**src/rtl/hls_fp17_mul_arb.sv**
```systemverilog
// Two-requester round-robin front end sharing one fp17 multiplier core.
// An in-order tag FIFO steers each core result back to the requester that issued it.
module hls_fp17_mul_arb #(
    parameter int TAG_DEPTH = 4
) (
    input  logic        nvdla_core_clk,
    input  logic        nvdla_core_rstn,

    input  logic [16:0] req0_a,
    input  logic [16:0] req0_b,
    input  logic        req0_vld,
    output logic        req0_rdy,
    input  logic [16:0] req1_a,
    input  logic [16:0] req1_b,
    input  logic        req1_vld,
    output logic        req1_rdy,

    output logic [16:0] mul_a_z,
    output logic [16:0] mul_b_z,
    output logic        mul_in_vz,
    input  logic        mul_in_lz,
    input  logic [16:0] mul_o_z,
    input  logic        mul_o_lz,
    output logic        mul_o_vz,

    output logic [16:0] rsp0_z,
    output logic [16:0] rsp1_z,
    output logic        rsp0_vld,
    output logic        rsp1_vld,
    input  logic        rsp0_rdy,
    input  logic        rsp1_rdy,

    output logic [4:0]  outstanding,
    output logic        err
);

    localparam int         PW      = (TAG_DEPTH > 1) ? $clog2(TAG_DEPTH) : 1;
    localparam logic [4:0] DEPTH_C = 5'(TAG_DEPTH);

    logic [TAG_DEPTH-1:0] r_tag;
    logic [PW-1:0]        r_wptr;
    logic [PW-1:0]        r_rptr;
    logic [4:0]           r_count;
    logic                 r_rr;
    logic                 r_err;

    logic w_any;
    logic w_full;
    logic w_empty;
    logic w_win;
    logic w_issue;
    logic w_head;
    logic w_head_rdy;
    logic w_retire;

    assign w_any   = req0_vld | req1_vld;
    assign w_full  = (r_count == DEPTH_C);
    assign w_empty = (r_count == 5'd0);

    // Under contention the requester that did not win last issue goes next.
    assign w_win = (req0_vld & req1_vld) ? ~r_rr : req1_vld;

    assign mul_a_z   = w_any ? (w_win ? req1_a : req0_a) : 17'd0;
    assign mul_b_z   = w_any ? (w_win ? req1_b : req0_b) : 17'd0;
    assign mul_in_vz = w_any & ~w_full;
    assign req0_rdy  = ~w_win & mul_in_lz & ~w_full;
    assign req1_rdy  =  w_win & mul_in_lz & ~w_full;
    assign w_issue   = mul_in_vz & mul_in_lz;

    assign w_head     = r_tag[r_rptr];
    assign w_head_rdy = w_head ? rsp1_rdy : rsp0_rdy;
    assign mul_o_vz   = ~w_empty & w_head_rdy;
    assign w_retire   = mul_o_lz & mul_o_vz;

    assign rsp0_z   = mul_o_z;
    assign rsp1_z   = mul_o_z;
    assign rsp0_vld = mul_o_lz & ~w_empty & ~w_head;
    assign rsp1_vld = mul_o_lz & ~w_empty &  w_head;

    assign outstanding = r_count;
    assign err         = r_err;

    always_ff @(posedge nvdla_core_clk or negedge nvdla_core_rstn) begin
        if (!nvdla_core_rstn) begin
            r_tag   <= '0;
            r_wptr  <= '0;
            r_rptr  <= '0;
            r_count <= 5'd0;
            r_rr    <= 1'b1;
            r_err   <= 1'b0;
        end else begin
            if (w_issue) begin
                r_tag[r_wptr] <= w_win;
                r_wptr        <= r_wptr + PW'(1);
                r_rr          <= w_win;
            end
            if (w_retire) begin
                r_rptr <= r_rptr + PW'(1);
            end
            case ({w_issue, w_retire})
                2'b10:   r_count <= r_count + 5'd1;
                2'b01:   r_count <= r_count - 5'd1;
                default: r_count <= r_count;
            endcase
            // A result with nothing outstanding means the core and the tag FIFO disagree.
            if (mul_o_lz & w_empty) begin
                r_err <= 1'b1;
            end
        end
    end

endmodule

```
**config.mk**
```make
export PLATFORM = sky130hd
export DESIGN_NAME = hls_fp17_mul_arb
export DESIGN_NICKNAME = d
export VERILOG_FILES = /design/src/rtl/hls_fp17_mul_arb.sv
export SDC_FILE = /design/constraint.sdc
export NUM_CORES = 1
export LEC_CHECK = 0
export ABC_AREA = 1
export BUFFER_PORTS_ARGS = -buffer_cell sky130_fd_sc_hd__buf_2
export CAP_MARGIN = 10
export CORE_ASPECT_RATIO = 1.2
export CORE_MARGIN = 5
export CORE_UTILIZATION = 40
export CTS_BUF_LIST = sky130_fd_sc_hd__clkbuf_4
export CTS_CLUSTER_DIAMETER = 60
export DETAILED_ROUTE_END_ITERATION = 8
export PLACE_DENSITY = 0.95
export SLEW_MARGIN = 20
export SYNTH_ARGS = -nofsm -noshare
export SYNTH_HDL_FRONTEND = slang
export SYNTH_SLANG_ARGS = --single-unit
```
**constraint.sdc**
```tcl
create_clock -name nvdla_core_clk -period 5.2 [get_ports nvdla_core_clk]
set_input_delay 0.26 -clock nvdla_core_clk [delete_from_list [all_inputs] [get_ports nvdla_core_clk]]
set_output_delay 0.26 -clock nvdla_core_clk [all_outputs]
set_load 0.005 [all_outputs]
```
### Word-level counts from Yosys, hierarchy flattened

Index checks and enable logic that the tools add are counted.

| word-level totals | value |
|---|---|
| flip-flop bits (word level) | 15 |
| bits in latches | 0 |
| bits in writable memories | 0 |
| bits in read-only memories | 0 |
| output and inout bits | 80 |
| word-level logic and storage cells | 50 |
| memories | 0 |

| operators by class | value |
|---|---|
| add/subtract/negate cells | 4 |
| $mul | 0 |
| divide/modulo/power cells | 0 |
| magnitude comparators | 3 |
| eq/ne operators | 3 |
| shift operators | 0 |
| mux-type cells | 12 |
| bitwise operators | 19 |
| reduce and logical (&&, ||, !) cells | 3 |

Operators by type and width:

| kind | number |
|---|---|
| $mux 17 | 4 |
| $and 1x1->1 | 13 |
| $pmux 5 s2 | 1 |
| $lt 2x3->1 const B | 2 |
| $add 5x1->5 const B | 1 |
| $eq 5x3->1 const B | 1 |
| $logic_not 5->1 | 1 |
| $not 1->1 | 5 |
| $sub 5x1->5 const B | 1 |
| $add 2x1->2 const B | 2 |
| $bwmux 4 | 1 |
| $mux 1 | 4 |
| $bmux 1 s2 | 1 |
| $demux 1 s2 | 1 |
| $eq 2x1->1 const B | 1 |
| $eq 2x2->1 const B | 1 |
| $ge 2x1->1 const B | 1 |
| $reduce_bool 2->1 | 1 |
| $logic_and 1x1->1 | 1 |
| $or 1x1->1 | 1 |

### Longest topological paths before layout

Gate-level depths: netlist (run 1).

| logic depth | value |
|---|---|
| word-level depth | 7 |
| gate-level depth with buffers | 16 |
| mapped depth without buffers | 16 |

### Worst setup path before layout (run 1)

OpenSTA, ideal clock, no wires.

| timing path | value |
|---|---|
| path type | flip-flop to flip-flop |
| start point | reg r_count[1], in the netlist outstanding[1] |
| end point | reg r_count[4], in the netlist outstanding[4] |
| library setup time | 0.117 ns |
| data arrival time | 1.993 ns |
| data required time | 5.083 ns |
| setup slack | 3.091 ns |
| cell stages (with the launch flop) | 15 |
| path through | dfrtp_1 -> nor2_1 -> nand3_1 -> nand2_1 -> inv_1 -> nand3_1 -> inv_1 -> ha_1 -> fa_1 -> nand2_1 -> a21oi_1 -> o21bai_1 -> nand2_1 -> nand2_1 -> nand2_1 |

| between the ends | value |
|---|---|
| longest elaborated chain between the ends | 6 |

RTL lines:

| element | line | source |
|---|---|---|
| from (decl) | 43 | `logic [4:0] r_count;` |
| from (signal assigned) | 101 | `2'b10: r_count <= r_count + 5'd1;` |
| from (signal assigned) | 102 | `2'b01: r_count <= r_count - 5'd1;` |
| from (signal assigned) | 103 | `default: r_count <= r_count;` |
| $logic_not 5->1 (*) | 58 | `assign w_empty = (r_count == 5'd0);` |
| $not 1->1 (*) | 72 | `assign mul_o_vz = ~w_empty & w_head_rdy;` |
| $and 1x1->1 (*) | 72 |  |
| $and 1x1->1 (*) | 73 | `assign w_retire = mul_o_lz & mul_o_vz;` |
| named net w_retire | 54 | `logic w_retire;` |
| $eq 2x1->1 / $eq 2x2->1 (equally long branches) | 100 | `case ({w_issue, w_retire})` |
| $pmux 5 s2 / $reduce_bool 2->1 (equally long branches) | -- |  |

The timed path passes the listed nets; every way through them passes the cells marked *.
A chain may end at the register's enable or synchronous reset.

### Final worst setup path (run 1)

Same ends and word-level chain as after synthesis.

==> impl_metrics.json, run 1 <==
{
  "fp.dieH_um": 81.90,
  "end_kind": "register",
  "p_leak_nw": 1.364,
  "met1_length_mm": 2.202,
  "synth_cell_types": 29,
  "syn-cell-area_sq_um": 1723,
  "io_pins": 173,
  "finalCritPeriodShare_pct": 46.38,
  "gr-usage-all-layers_pct": 17.48,
  "drv_cap": 0,
  "vias": 1981,
  "dpl_cell_area_sq_um": 2073,
  "coreArea_sq_um": 4229,
  "worst_pin_slew_ns": 0.6136,
  "max_stage_delay_ns": 0.46,
  "tns_ns": 0,
  "rows": 26,
  "fin_hold_ws_ns": 0.1986,
  "syn_inst": 270,
  "p_per_area_nw_per_um2": 360.3,
  "cp.arrival_ns": 2.60,
  "yosysTopAreaCell": "nand2_1",
  "htree_levels": 1,
  "dr.pass1.iters": 4,
  "portBuffers": 121,
  "cts_tree": "yes",
  "fillers": 437,
  "fin_ws_ns": 2.788,
  "rsz0062_at_grt": "no",
  "synth_area_leaders": "nand2_1 24%, dfrtp_1 20%, buf_4 15%, nand3_1 14%, ha_1 5.8%",
  "overflow": 0,
  "critPathKind": "reg -> reg",
  "path_clk_slew_ns": 0.10,
  "crit_top_cell": "nand2_1",
  "finalSetupViolations": 0,
  "hold_class": "in -> reg",
  "ys_warn_count": 0,
  "dieArea_sq_um": 5725,
  "area_delta_synth_final_pct": 22.51,
  "wl_met3_um": 495,
  "wl_met2_mm": 2.591,
  "grt_max_degree": 40,
  "worstPathMaxFanout": 5,
  "register_area_sq_um": 376.6,
  "slew_viol_final": 0,
  "start_kind": "register",
  "nets": 454,
  "mostFrequentLayoutCells": "121 x buf_2, 108 x nand2_1, 47 x nand3_1",
  "grt_pass1_vias": 1926,
  "cp_slowest_cell": "dfrtp_1",
  "hold_violations": 0,
  "ant_nets": 0,
  "insertion_delay_ns": 0.28,
  "viasPerCell": 4.867,
  "synth_nets": 372,
  "layout-drive-gt1-share_pct": 39.03,
  "placed_cells": 402,
  "layout_commonest_cell": "buf_2",
  "dpl.hpwl_mm": 4.400,
  "drt-total-wl_mm": 5.336,
  "antenna_found_initial": 0,
  "irDropWorstVdd_mv": 0.1275,
  "numCtsBuffers": 3,
  "highest_layer": "met4",
  "final_cell_count_no_fill": 407,
  "place_ws_ns": 2.792,
  "fin_crit_ns": 2.412,
  "grt_pass1_wl_mm": 8.300,
  "initial_utilization_pct": 40.74,
  "chipWidth_um": 69.91,
  "cts-root-to-sink-buffers": 2,
  "antenna_cells": 0,
  "worst_ep_required_time_ns": 5.39,
  "cp_cell_sequence": "nor2_1 > nand3_1 > nand2_1 > inv_1 > nand3_1 > inv_1 > ha_1 > fa_1 > nand2_1 > a21oi_1 > o21bai_1 > nand2_1 > nand2_1 > nand2_1",
  "avgSynthCellArea_sq_um": 6.381,
  "cts_sinks": 15,
  "fin_skew_ns": 0.008264,
  "multiInputGateArea_sq_um": 954.7,
  "maxSlewHeadroom_pct": 59.04,
  "ys_ff_latch": 15,
  "ys_seq_area_share_pct": 21.86,
  "drtIter0Drc": 146,
  "cts.root.buffer_cell": "clkbuf_4",
  "post-synth-top-area-fraction_pct": 23.53,
  "max_freq_ghz": 0.4146,
  "place.gp.congestion": 0.8708,
  "wl_per_cell_um": 13.11,
  "drc_errors": 0,
  "design_area_sq_um": 2111,
  "status": "completed"
}
cell type report:
type	count	area share (%)
Tap cell	56	3.320
Timing Repair Buffer	122	29.16
Sequential cell	15	17.84
Inverter	17	3.142
Multi-Input combinational cell	193	45.23
Clock buffer	3	1.067
Clock inverter	1	0.2371
critical path, delay by kind of cell (launching register included):
family          cells  cell delay (ns)
flops               1             0.46
fa+ha+maj           2             0.69
buf+inv             2             0.14
compound gates      2             0.21
simple gates        8             0.83
registers in the layout, indices dropped and copies added, names as in the netlist:
name,count
r_tag,4
r_wptr,2
outstanding,5
r_rr,1
r_rptr,2
err,1
where the power goes:
part | leakage, nW | internal, mW | switching [mW]
Clock | 0.0177 | 0.0285 | 0.0381
Combinational | 1.17 | 0.198 | 0.264
Sequential | 0.180 | 0.174 | 0.0582
cells in the mapped netlist:
| master | n |
|---|---|
| o22ai_1 | 1 |
| nand2_1 | 108 |
| a21oi_1 | 3 |
| nor2_1 | 8 |
| fa_1 | 1 |
| o21ai_0 | 1 |
| o21ai_1 | 1 |
| a31oi_1 | 1 |
| dfstp_2 | 1 |
| inv_4 | 1 |
| nand3_4 | 1 |
| nand3_2 | 2 |
| buf_2 | 5 |
| ha_1 | 8 |
| nand3_1 | 47 |
| buf_4 | 34 |
| inv_2 | 2 |
| clkbuf_1 | 3 |
| o21bai_1 | 1 |
| nor2_2 | 1 |
| buf_6 | 3 |
| dfrtp_1 | 14 |
| or2_4 | 1 |
| xnor2_1 | 1 |
| nand2_4 | 1 |
| xor2_1 | 3 |
| nand2_2 | 2 |
| a21o_1 | 1 |
| inv_1 | 14 |
routing by layer:
layer  track usage, %  vias up
met2            31.38      114
met5                0        -
met4            4.789        0
met3            4.162        4
li1                 -      981
met1            20.91      882
metrics by stage:
step / power [mW] / utilization, %
floorplan: 0.5474 / -
global placement: 0.6662 / 49.02
detailed placement: 0.6932 / 49.02
CTS: 0.7634 / 49.91
global route: 0.8395 / 49.91
finish: 0.7606 / 49.91
path summary, 6_finish.rpt:
kind	startpoint	to	slack (ns)	cells past startpoint
worst max-delay path	outstanding[1]$_DFFE_PN0P_	outstanding[4]$_DFFE_PN0P_	2.79	14
worst min-delay path	mul_o_lz	err$_DFFE_PN0P_	0.20	2
worst max register to register	outstanding[1]$_DFFE_PN0P_	outstanding[4]$_DFFE_PN0P_	2.79	14
worst min register to register	err$_DFFE_PN0P_	err$_DFFE_PN0P_	0.46	1
max in group asynchronous	nvdla_core_rstn	r_rr$_DFFE_PN1P_	4.50	2
min in group asynchronous	nvdla_core_rstn	outstanding[4]$_DFFE_PN0P_	0.41	2
timing repair:
action	4_1_cts	5_1_grt
resized for setup	0	0
setup buffers	0	0
hold buffers	1	0
endpoints found under the hold margin	14	0
kinds of logic (layout without fill, tap and decap cells):
group	after synthesis	after routing	synth area share, %
AO/OA/AOI/OAI	9	9	3.050
XOR/XNOR	4	4	2.034
adder cells (fa/ha/maj)	9	9	6.972
buffers and inverters	62	143	22.73
flip-flops	15	15	21.86
AND/OR/NAND/NOR	171	171	43.36
No activity file was read; power rests on OpenSTA's default activity.
==> run 2, diff against run 1 <==
--- a/config.mk
+++ b/config.mk
@@ -10,11 +10,11 @@
 export CAP_MARGIN = 10
 export CORE_ASPECT_RATIO = 1.2
 export CORE_MARGIN = 5
-export CORE_UTILIZATION = 40
+export CORE_UTILIZATION = 37
 export CTS_BUF_LIST = sky130_fd_sc_hd__clkbuf_4
 export CTS_CLUSTER_DIAMETER = 60
 export DETAILED_ROUTE_END_ITERATION = 8
-export PLACE_DENSITY = 0.95
+export PLACE_DENSITY = 0.92
 export SLEW_MARGIN = 20
 export SYNTH_ARGS = -nofsm -noshare
 export SYNTH_HDL_FRONTEND = slang
==> constraint.sdc (replaced) <==
create_clock -name nvdla_core_clk -period 2.3 [get_ports nvdla_core_clk]
set_input_delay 0.115 -clock nvdla_core_clk [delete_from_list [all_inputs] [get_ports nvdla_core_clk]]
set_output_delay 0.115 -clock nvdla_core_clk [all_outputs]
set_load 0.005 [all_outputs]
==> run 2 against run 1 <==
Effect of this change: clock power grew to 2.5 times the previous value; highest routed layer unchanged; die area grew 7.0%; critical path depth grew 1; critical endpoint unchanged; count of clock-buffer cells in the layout grew 1; sequential cell count is the same; via count grew 1.3%.
==> impl_metrics.json, run 2 (same netlist as run 1, synthesis figures left out) <==
{
  "hold_class": "in -> reg",
  "layout-drive-gt1-share_pct": 43.58,
  "portBuffers": 121,
  "p_seq_share_pct": 26.4,
  "antenna_cells": 0,
  "drv_cap": 0,
  "fin_crit_ns": 2.113,
  "crit_top_cell": "nand2_1",
  "hold_violations": 0,
  "drt-total-wl_mm": 5.248,
  "place.gp.congestion": 0.9431,
  "end_kind": "register",
  "rsz0062_at_grt": "no",
  "worstHoldEndpoint": "err$_DFFE_PN0P_",
  "status": "completed",
  "fin_hold_ws_ns": 0.04874,
  "cts.root.buffer_cell": "clkbuf_4",
  "wl_per_cell_um": 12.62,
  "fin_skew_ns": 0.006188,
  "worstPathMaxFanout": 5,
  "p_switching_uw": 875.6,
  "vias": 2007,
  "nets": 461,
  "critPathKind": "reg -> reg",
  "start_kind": "register",
  "largest_reg_flops": 5,
  "p_per_area_nw_per_um2": 855.7,
  "cp.arrival_ns": 2.31,
  "r2r_cells": 15,
  "worstHoldStart": "mul_o_lz",
  "finalCritPeriodShare_pct": 91.87,
  "gr-usage-all-layers_pct": 16.48,
  "cts_sinks": 15,
  "drc_errors": 0,
  "p_leak_nw": 1.398,
  "ant_nets": 0,
  "dr.pass1.iters": 5,
  "rows": 27,
  "dieArea_sq_um": 6127,
  "max_stage_delay_ns": 0.42,
  "fp.dieH_um": 84.75,
  "cp.buffers_inverters": 2,
  "initial_utilization_pct": 37.78,
  "worstHoldPathCells": 2,
  "worstReg2RegEnd": "outstanding[4]$_DFFE_PN0P_",
  "irDropWorstVdd_mv": 0.3607,
  "share_comb_of_total_power_pct": 64.7,
  "p_sw_share_pct": 46.02,
  "dpl.hpwl_mm": 4.187,
  "cts-root-to-sink-buffers": 2,
  "grt_max_degree": 40,
  "grt_pass1_vias": 1970,
  "insertion_delay_ns": 0.29,
  "final_core_utilization_pct": 48.75,
  "grt_pass1_wl_mm": 8.307,
  "drtIter0Drc": 84,
  "maxSlewHeadroom_pct": 59.86,
  "cts_tree": "yes",
  "p_int_mw": 1.027,
  "crit_family": "simple AND/OR/NAND/NOR gates",
  "path_clk_slew_ns": 0.09,
  "finalPower_mw": 1.903,
  "chipWidth_um": 72.29,
  "viasPerCell": 4.825,
  "overflow": 0,
  "p_clk_share_pct": 8.9,
  "numCtsBuffers": 3,
  "cp_slowest_cell": "dfrtp_1",
  "rr_startpoint": "r_rptr[0]$_DFFE_PN0P_",
  "max_freq_ghz": 0.4732,
  "worst_pin_slew_ns": 0.6013,
  "layout_commonest_cell": "buf_2",
  "mostFrequentLayoutCells": "121 x buf_2, 105 x nand2_1, 45 x nand3_1",
  "slew_viol_final": 0,
  "finalSetupViolations": 0,
  "antenna_found_initial": 0,
  "worst_ep_required_time_ns": 2.50,
  "cp_cell_sequence": "inv_2 > nand2_1 > nand3_2 > nand2_2 > nand2_1 > nand3_2 > inv_1 > ha_4 > fa_2 > nand2_2 > a21oi_2 > o21bai_1 > nand2_1 > nand2_1 > nand2_1",
  "rrSetupSlack_ns": 0.19,
  "io_pins": 173,
  "tns_ns": 0,
  "coreArea_sq_um": 4561,
  "area_delta_synth_final_pct": 29.05,
  "htree_levels": 1
}
[run 2: cell types whose count changed in the layout (fill, tap and decap cells not counted), sizes merged]
cell	change
clkinv	-1
clkbuf	+1
buf	+7
[run 2: what timing repair did]
action                                 in CTS  in global routing
gates resized for setup                     2                 11
hold buffers                                1                  0
buffers inserted                            2                  1
endpoints found under the hold margin      14                  0
setup endpoints to repair                   1                  1
[run 2: power groups by stage]
stage	sequential, mW	clock (mW)	combinational (mW)
after floorplan	0.502	0	0.736
after global routing	0.517	0.185	1.38
after detailed placement	0.495	0	1.09
final	0.501	0.169	1.23
after CTS	0.492	0.173	1.15
after global placement	0.488	0	1.04
[run 2: stage by stage]
stage | cells | instance area [sq um] | setup slack [ns]
after floorplan | 270 | 1723 | 0.1906
after global placement | 408 | 2106 | 0.1340
after detailed placement | 408 | 2106 | -0.05472
after CTS | 415 | 2176 | 0.01487
after global routing | 416 | 2223 | 0.01381
final | 416 | 2223 | 0.1869
[run 2: cell type report]
cell class	count	area (sq um)
multi-input combinational	193	1008
fill	446	2337
timing repair buffer	129	668.1
inverter	17	66.31
clock buffer	4	30.03
tap	58	72.57
sequential	15	377.9
[run 2: worst register-to-register path: cells and delay by family (launching register included)]
kind / cells / cell delay (ns)
AOI/OAI and AO/OA: 2 / 0.19
adders and majority gates: 2 / 0.54
buffers and inverters: 2 / 0.14
DFF: 1 / 0.42
and+or+nand+nor: 9 / 0.72
[run 2: how the worst max path moves through the flow]
stage / from / slack [ns] / cells past startpoint / end
2_1_floorplan: outstanding[1]$_DFFE_PN0P_ / 0.19 / 14 / outstanding[4]$_DFFE_PN0P_
3_3_place_gp: outstanding[3]$_DFFE_PN0P_ / 0.13 / 15 / outstanding[4]$_DFFE_PN0P_
3_5_place_dp: r_rptr[0]$_DFFE_PN0P_ / -0.05 / 16 / outstanding[4]$_DFFE_PN0P_
4_1_cts: outstanding[4]$_DFFE_PN0P_ / 0.01 / 14 / outstanding[4]$_DFFE_PN0P_
5_1_grt: r_rptr[0]$_DFFE_PN0P_ / 0.01 / 15 / outstanding[4]$_DFFE_PN0P_
6_report: r_rptr[0]$_DFFE_PN0P_ / 0.19 / 15 / outstanding[4]$_DFFE_PN0P_
[run 2: per-layer routing]
metal / track usage [%] / share of wire, % / up-vias / wire length [um]
met5: 0 / 0 / - / 0
met4: 4.444 / 0.65 / 0 / 34
met3: 4.551 / 10 / 5 / 542
met2: 30.07 / 51 / 106 / 2658
met1: 18.31 / 38 / 901 / 2012
li1: - / - / 995 / -
